$ cat src/rtl/pipeline_hazard_ctrl.sv
// Pipeline hazard controller: cache-miss hold, branch flush/redirect and load-use stall.
// Optional stall counter output is enabled by defining HAZARD_STALL_COUNT_EN.
module pipeline_hazard_ctrl (
    input  logic        CLK,
    input  logic        RST,
    input  logic        hit,
    input  logic        memReadEx,
    input  logic [4:0]  rtEx,
    input  logic [4:0]  rsId,
    input  logic [4:0]  rtId,
    input  logic        branchTaken,
    output logic        pcWrite,
    output logic        ifidWrite,
    output logic        ifidFlush,
    output logic        idexFlush,
    output logic        exmemFlush,
    output logic        idexHit,
    output logic [1:0]  state
`ifdef HAZARD_STALL_COUNT_EN
    ,
    output logic [31:0] stallCount
`endif
);

    typedef enum logic [1:0] {
        StRun      = 2'd0,
        StMiss     = 2'd1,
        StRedirect = 2'd2
    } state_e;

    state_e state_q, state_d;
    logic   pend_flush_q, pend_flush_d;
    logic   load_use;

    // r0 is hardwired to zero, so a load targeting it never creates a dependency.
    assign load_use = memReadEx && (rtEx != 5'd0) && ((rtEx == rsId) || (rtEx == rtId));

    always_comb begin
        pcWrite      = 1'b0;
        ifidWrite    = 1'b0;
        ifidFlush    = 1'b0;
        idexFlush    = 1'b0;
        exmemFlush   = 1'b0;
        idexHit      = 1'b0;
        state_d      = StRun;
        pend_flush_d = pend_flush_q;

        if (RST) begin
            ifidFlush    = 1'b1;
            idexFlush    = 1'b1;
            exmemFlush   = 1'b1;
            idexHit      = 1'b1;
            pend_flush_d = 1'b0;
        end else begin
            case (state_q)
                StRun: begin
                    if (!hit) begin
                        state_d      = StMiss;
                        pend_flush_d = branchTaken;
                    end else if (branchTaken) begin
                        pcWrite    = 1'b1;
                        ifidWrite  = 1'b1;
                        ifidFlush  = 1'b1;
                        idexFlush  = 1'b1;
                        exmemFlush = 1'b1;
                        idexHit    = 1'b1;
                    end else if (load_use) begin
                        idexFlush = 1'b1;
                        idexHit   = 1'b1;
                    end else begin
                        pcWrite   = 1'b1;
                        ifidWrite = 1'b1;
                        idexHit   = 1'b1;
                    end
                end
                StMiss: begin
                    // A branch seen while frozen is remembered and replayed as a redirect.
                    if (!hit) begin
                        state_d      = StMiss;
                        pend_flush_d = pend_flush_q | branchTaken;
                    end else begin
                        state_d      = (pend_flush_q | branchTaken) ? StRedirect : StRun;
                        pend_flush_d = 1'b0;
                    end
                end
                StRedirect: begin
                    if (!hit) begin
                        state_d      = StMiss;
                        pend_flush_d = branchTaken;
                    end else begin
                        pcWrite    = 1'b1;
                        ifidWrite  = 1'b1;
                        ifidFlush  = 1'b1;
                        idexFlush  = 1'b1;
                        exmemFlush = 1'b1;
                        idexHit    = 1'b1;
                    end
                end
                default: begin
                    state_d      = StRun;
                    pend_flush_d = 1'b0;
                end
            endcase
        end
    end

    always_ff @(posedge CLK) begin
        if (RST) begin
            state_q      <= StRun;
            pend_flush_q <= 1'b0;
        end else begin
            state_q      <= state_d;
            pend_flush_q <= pend_flush_d;
        end
    end

    assign state = state_q;

`ifdef HAZARD_STALL_COUNT_EN
    logic [31:0] stall_count_q;

    always_ff @(posedge CLK) begin
        if (RST) begin
            stall_count_q <= 32'd0;
        end else if (!pcWrite) begin
            stall_count_q <= stall_count_q + 32'd1;
        end
    end

    assign stallCount = stall_count_q;
`endif

endmodule
$ cat config.mk
export PLATFORM = sky130hd
export DESIGN_NAME = pipeline_hazard_ctrl
export DESIGN_NICKNAME = d
export VERILOG_FILES = /design/src/rtl/pipeline_hazard_ctrl.sv
export SDC_FILE = /design/constraint.sdc
export NUM_CORES = 1
export LEC_CHECK = 0
export BUFFER_PORTS_ARGS = -buffer_cell sky130_fd_sc_hd__buf_2
export CAP_MARGIN = 15
export CELL_PAD_IN_SITES_DETAIL_PLACEMENT = 1
export CELL_PAD_IN_SITES_GLOBAL_PLACEMENT = 1
export CORE_MARGIN = 8
export CORE_UTILIZATION = 22
export DETAILED_ROUTE_END_ITERATION = 7
export PLACE_DENSITY = 0.81
export SYNTH_ARGS = -nofsm -noshare
export SYNTH_HDL_FRONTEND = slang
export SYNTH_SLANG_ARGS = --single-unit
$ cat constraint.sdc
create_clock -name CLK -period 1.7 [get_ports CLK]
set_input_delay 0.255 -clock CLK [delete_from_list [all_inputs] [get_ports CLK]]
set_output_delay 0.255 -clock CLK [all_outputs]
set_load 0.01 [all_outputs]
### Word level (Yosys, flattened, before mapping)

Index checks and enable logic that the tools add are counted.

* bits in registers: 3
* output and inout bits: 8

* eq/ne operators: 5
* mux-type cells: 24
* bitwise operators: 1
* reductions and logical operators: 6

Operator list (number)
* 2-to-1 mux 1 bit: 17
* == test 5 bit: 2
* case mux 1 bit (2 select lines): 4
* nonzero test 5 bit: 1
* 2-to-1 mux 2 bit: 2
* case mux 2 bit (2 select lines): 1
* == test 2 x 1 -> 1 bit (second input constant): 1
* == test 2 bit (second input constant): 1
* logical AND 1 bit: 2
* logical NOT 2 bit: 1
* != test 2 bit (second input constant): 1
* OR reduction 2 bit: 1
* logical OR 1 bit: 1
* OR 1 bit: 1

### Depth between registers and ports, before layout

Gate-level depths: netlist of the first run.

* depth in word-level cells: 8
* depth in mapped cells: 5
* mapped depth without buffers: 4

### Worst setup path after synthesis of the first run

No wires, ideal clock.

* path type: input-to-output
* start: input port rtEx[1]
* end: output port pcWrite
* arrival: 1.259 ns
* setup slack: 0.186 ns
* cell stages on the path: 4
* path through: or4_1 o21ai_2 o41a_1 buf_4

* word-level cells in the longest chain between the ends: 8
* elaborated cells on any way between the ends: 11
* those cells by class: eq/ne (2); mux (5); reduce/logical (4)

RTL lines
* from (decl): RTL line 8 `input logic [4:0] rtEx,`
* == test 5 bit or nonzero test 5 bit (tied branches): RTL line 36 `assign load_use = memReadEx && (rtEx != 5'd0) && ((rtEx == rsId) || (rtEx == rtId));`
* logical OR 1 bit or logical AND 1 bit (tied branches): RTL line 36
* logical AND 1 bit (*): RTL line 36
* 2-to-1 mux 1 bit (*) (3 in a row)
* case mux 1 bit (2 select lines) (*)
* 2-to-1 mux 1 bit (*)
* to (decl): RTL line 12 `output logic pcWrite,`

Mark *: on every way between the ends. The rest lies on a longest branch, timed or not.

### Worst setup path after layout of the first run

* start: input port rtEx[2]
* end: output port pcWrite

* word-level cells in the longest chain between the ends: 8
* elaborated cells on any way between the ends: 11
* those cells by class: eq/ne (2); mux (5); reduce/logical (4)

RTL lines
* == test 5 bit or nonzero test 5 bit (tied branches): RTL line 36
* logical OR 1 bit or logical AND 1 bit (tied branches): RTL line 36
* logical AND 1 bit (*): RTL line 36
* 2-to-1 mux 1 bit (*): RTL line 67 `end else if (load_use) begin`
* 2-to-1 mux 1 bit (*): RTL line 60 `end else if (branchTaken) begin`
* 2-to-1 mux 1 bit (*): RTL line 57 `if (!hit) begin`
* case mux 1 bit (2 select lines) (*): RTL line 55 `case (state_q)`
* 2-to-1 mux 1 bit (*): RTL line 48 `if (RST) begin`

Marks and branches as above.

==> reports/qor.csv, run 1 <==
metric,value,unit
status,"complete, no violations",
fillers,173,
syn_to_final_growth,53.2,%
core.rowCount,13,
antenna_found_initial,0,
drc,0,
cts_tree,built,
fin_nets,89,
grt-busiest-layer,met2,
grt_use_met2,0.141,
crit_arrival,1.36,ns
n_antenna_cell,0,
slew_violations,0,
yosysUniqueCellTypes,16,
synth.area.top_cells,"xor2_1 (28%), dfxtp_1 (19%), nor2_1 (9.7%), nor3_2 (6.5%), nand2b_1 (6.0%)",
dieWidth,53.6,um
cts_resized,0,
grt_max_degree,7,
first_iter_violations,2,
routed_via_density,4.63,
worstHoldPathType,in -> reg,
synth_nets,59,
grt_pass1_vias,428,
h-tree-depth,1,
synth-seq-cells,3,
die_area,0.00287,mm2
path_class,in -> out,
ant_nets,0,
ys_warn_count,0,
clk_pin_slew,0.04,ns
port_buffers,27,
drt_pass1_iterations,4,
cts_made_buffers,3,
end_kind,output pin,
powerDensity,634,mW/mm2
tns,0,ns
cp-start-kind,input port,
power.leakage,0.237,nW
gr-usage-met1,0.0846,
rsz0062_at_grt,false,
crit_path_max_fanout,3,
io_pins,28,
grt_overflow,0,
worstMarginPinSlew,0.236,ns
mostFrequentLayoutCell,buf_2,
slew_headroom,0.840,
fin_cells,83,
synthCells,39,
dp.cells,79,
drt-total-wl,1120,um
root_buffer,clkbuf_4,
synth.avg_cell_area,7.96,um2
required,1.44,ns
synth_top_area_cell,xor2_1,
hold_violations,0,
grt.total_usage,0.0831,
min_period_over_period,0.947,
drive_gt1_frac,0.485,
vias,384,
fp.coreArea,0.00132,mm2
drv_cap,0,
fmax,621,MHz
grtUsageMet3,0.0248,
wire_per_inst,13.4,um
hold_buffers,0,
syn-cell-area,310,um2
cts_setup_buffers,0,
grt_pass1_wl,1780,um
cts.path.max_buffers,2,
worstSkewPairLatency,0.24,ns
synth_top_area_frac,0.282,
start_util,0.236,
gp_congestion,0.731,
ir_drop,0.000241,V
final_cell_mix,"buf_2 (27), xor2_1 (10), nor2_1 (8)",
setup_violations,0,
period_minus_slack,1.61,ns
clock-sinks,3,
ys_seq_area_frac,0.194,
die_h,53.6,um
hold_slack,0.261,ns
fin_worst_skew,0.00349,ns
## layer usage
metal | vias to the layer above | wire [um]
li1 | 193 | -
met1 | 172 | 421
met2 | 17 | 612
met5 | - | 0
met3 | 2 | 70
met4 | 0 | 12
## synthesized netlist by cell type
| master | number |
|---|---|
| nand2b_1 | 3 |
| inv_1 | 1 |
| o21ai_0 | 1 |
| or4_1 | 1 |
| a21oi_1 | 1 |
| nor3_2 | 2 |
| nor2b_1 | 1 |
| a22oi_1 | 2 |
| nor4b_1 | 1 |
| o31ai_1 | 1 |
| o41a_1 | 1 |
| dfxtp_1 | 3 |
| buf_4 | 2 |
| xor2_1 | 10 |
| nor2_1 | 8 |
| o21ai_2 | 1 |
## sequential cells by signal, indices dropped and copies added (netlist names)
name and cells:
state 2, pend_flush_q 1
## stage by stage
step | setup WS, ns | total power [mW] | cell area [um2] | util
finish | 0.0896 | 0.301 | 475 | 0.361
CTS | 0.0712 | 0.310 | 475 | 0.361
global placement | 0.0856 | 0.171 | 449 | 0.341
global route | 0.0338 | 0.323 | 475 | 0.361
detailed placement | 0.0712 | 0.174 | 449 | 0.341
floorplan | 0.186 | 0.128 | 310 | -
## layout make-up
| class | instances | area, um2 | area share |
|---|---|---|---|
| Multi-Input combinational cell | 33 | 231 | 0.487 |
| Timing Repair Buffer | 27 | 135 | 0.284 |
| Sequential cell | 3 | 60.1 | 0.126 |
| Clock buffer | 4 | 26.3 | 0.0553 |
| Tap cell | 15 | 18.8 | 0.0395 |
| Inverter | 1 | 3.75 | 0.00789 |
## cell families (layout without fill, tap and decap cells)
family,Yosys count,in the layout,synth area share
buffers and inverters,3,32,0.0605
AND/OR/NAND/NOR,16,16,0.294
XOR/XNOR,10,10,0.282
AO/OA/AOI/OAI,7,7,0.169
flip-flops,3,3,0.194
## power by group
part	internal [mW]	switching, mW
Sequential	0.0739	0.00242
Clock	0.0883	0.0419
Combinational	0.0452	0.0497
## critical path, cell delays in order
cell,delay (ns)
buf_2,0.12
xor2_1,0.16
nor3_2,0.17
a22oi_1,0.11
o41a_1,0.39
buf_2,0.15
## final timing paths
check / startpoint / end / slack (ns) / cells past startpoint
hold / removal: RST / pend_flush_q / 0.26 / 2
setup reg to reg: state[0] / pend_flush_q / 0.70 / 4
setup / recovery: rtEx[2] / pcWrite / 0.09 / 6
hold reg to reg: state[0] / state[1] / 0.51 / 2
Power figures use the tool's default switching activity.
==> run 2, diff against run 1 <==
- CAP_MARGIN: 15 -> 20
- CORE_MARGIN: 8 -> 3
==> reports/qor.csv, run 2 (synthesized netlist as in run 1, its figures left out) <==
metric,value,unit,change
status,"complete, no violations",,
hpwlAfterDp,826,um,
hold_buffers,0,,unchanged
fin_nets,89,,unchanged
grt_overflow,0,,unchanged
crit_arrival,1.36,ns,about the same
topRoutingLayerUsed,met4,,
grt_max_degree,7,,unchanged
cp_slowest_stage_delay,0.54,ns,+0.15 ns
crit_path_max_fanout,3,,unchanged
drt-total-wl,934,um,-16%
path_class,in -> out,,
drt_pass1_iterations,4,,unchanged
cpLargestDelayFamily,simple AND/OR/NAND/NOR gates,,
total_power,0.294,mW,-2.5%
comb_power_share,0.325,,+0.010
n_antenna_cell,0,,unchanged
dp_slack,0.0668,ns,-0.00436 ns
cts_made_buffers,3,,unchanged
slew_headroom,0.818,,-0.0223
p_sw,0.0863,mW,-8.2%
wl_met2,453,um,-26%
p_seq_frac,0.259,,+0.006
worstHoldPathType,in -> reg,,
h-tree-depth,1,,unchanged
hold_violations,0,,unchanged
syn_to_final_growth,54.4,%,
vias,368,,-4.2%
clk_pin_slew,0.03,ns,about the same
slew_violations,0,,unchanged
start_util,0.255,,+0.0196
cts_resized,0,,unchanged
drc,0,,unchanged
mostFrequentLayoutCell,buf_2,,
drive_gt1_frac,0.500,,+0.0147
grt.total_usage,0.106,,+0.0228
setup_violations,0,,unchanged
cts_tree,built,,
fin_worst_skew,0.00389,ns,+0.000401 ns
routed_via_density,4.49,,-3.0%
ff_latch_area,60.1,um2,unchanged
cts_setup_buffers,0,,unchanged
die_h,43.6,um,-19%
wire_per_inst,11.4,um,-15%
period_minus_slack,1.62,ns,+0.00869 ns
root_buffer,clkbuf_4,,
m1WireLength,429,um,+1.9%
worst_slack,0.0809,ns,-0.00869 ns
powerDensity,613,mW/mm2,-3.2%
tns,0,ns,unchanged
drv_cap,0,,unchanged
cpMaxStageDelayCell,or4_1,,
ant_nets,0,,unchanged
grt_pass1_vias,364,,-15%
gp_congestion,0.742,,+1.5%
cts.path.max_buffers,2,,unchanged
swShare,0.293,,-0.0183
multi_input_area,236,um2,+2.2%
wl_met3,40,um,-43%
core.rowCount,12,,-1
clock-sinks,3,,unchanged
min_period_over_period,0.952,,+0.00511
final_cell_mix,"buf_2 (27), xor2_1 (10), nor2_1 (8)",,
rsz0062_at_grt,false,,
grt_pass1_wl,1520,um,-15%
worstMarginPinSlew,0.269,ns,+0.0329 ns
dieWidth,43.6,um,-19%
antenna_found_initial,0,,unchanged
path_buf_inv,2,,unchanged
clkPwrFrac,0.416,,-0.016
fillers,162,,-6.4%
worstSkewPairLatency,0.23,ns,about the same
largest_reg_flops,2,,unchanged
power.leakage,0.237,nW,+0.13%
crit_chain,buf_2 -> or4_1 -> o21ai_2 -> o41a_1 -> buf_2,,
fp.coreArea,0.00122,mm2,-7.7%
port_buffers,27,,unchanged
required,1.44,ns,about the same
ir_drop,0.000390,V,+62%
cp-start-kind,input port,,
fmax,618,MHz,-0.54%
hold_slack,0.273,ns,+0.0122 ns
final_util,0.394,,+0.0332
end_kind,output pin,,
die_area,0.00190,mm2,-34%
p_int,0.208,mW,+0.14%
first_iter_violations,2,,unchanged
cpMostUsedCell,buf_2,,
io_pins,28,,unchanged
-- run 2: changes by cell type in the layout (fill, tap and decap cells not counted) --
cell	previous run	this run
a22oi_1	2	1
a22oi_2	0	1
-- run 2: metrics by stage --
stage          cell area [um2]  instances
2_1_floorplan              310         39
3_3_place_gp               448         78
3_5_place_dp               448         78
4_1_cts                    474         82
5_1_grt                    479         82
6_report                   479         82
-- run 2: worst reg2reg max path, cell delays in order (launching register included) --
cell and delay [ns]:
dfxtp_1 0.35, nand2b_1 0.20, o21ai_0 0.11, a22oi_1 0.14, nor2_1 0.06
-- run 2: per-layer routing --
layer | track usage | up-vias
met5 | 0 | -
met4 | 0.0723 | 0
met3 | 0.0166 | 2
met2 | 0.166 | 10
met1 | 0.131 | 167
li1 | - | 189
-- run 2: final cells by class --
class / count / area share
inverter: 1 / 0.00783
sequential: 3 / 0.125
multi-input combinational: 33 / 0.493
timing repair buffer: 27 / 0.282
tap: 14 / 0.0366
clock buffer: 4 / 0.0548
-- run 2: worst paths after layout --
path                 from      endpoint  slack [ns]  cells after the start
max               rtEx[1]       pcWrite        0.08                      5
min                   RST      state[0]        0.27                      2
max reg2reg      state[0]  pend_flush_q        0.73                      4
min reg2reg  pend_flush_q      state[1]        0.51                      2
-- run 2: power by group through the flow --
stage,clock [mW],combinational (mW),sequential (mW)
after floorplan,0,0.0499,0.0778
after global placement,0,0.0934,0.0771
after detailed placement,0,0.0948,0.0772
after CTS,0.128,0.0954,0.0761
after global routing,0.135,0.108,0.0761
final,0.122,0.0954,0.0762
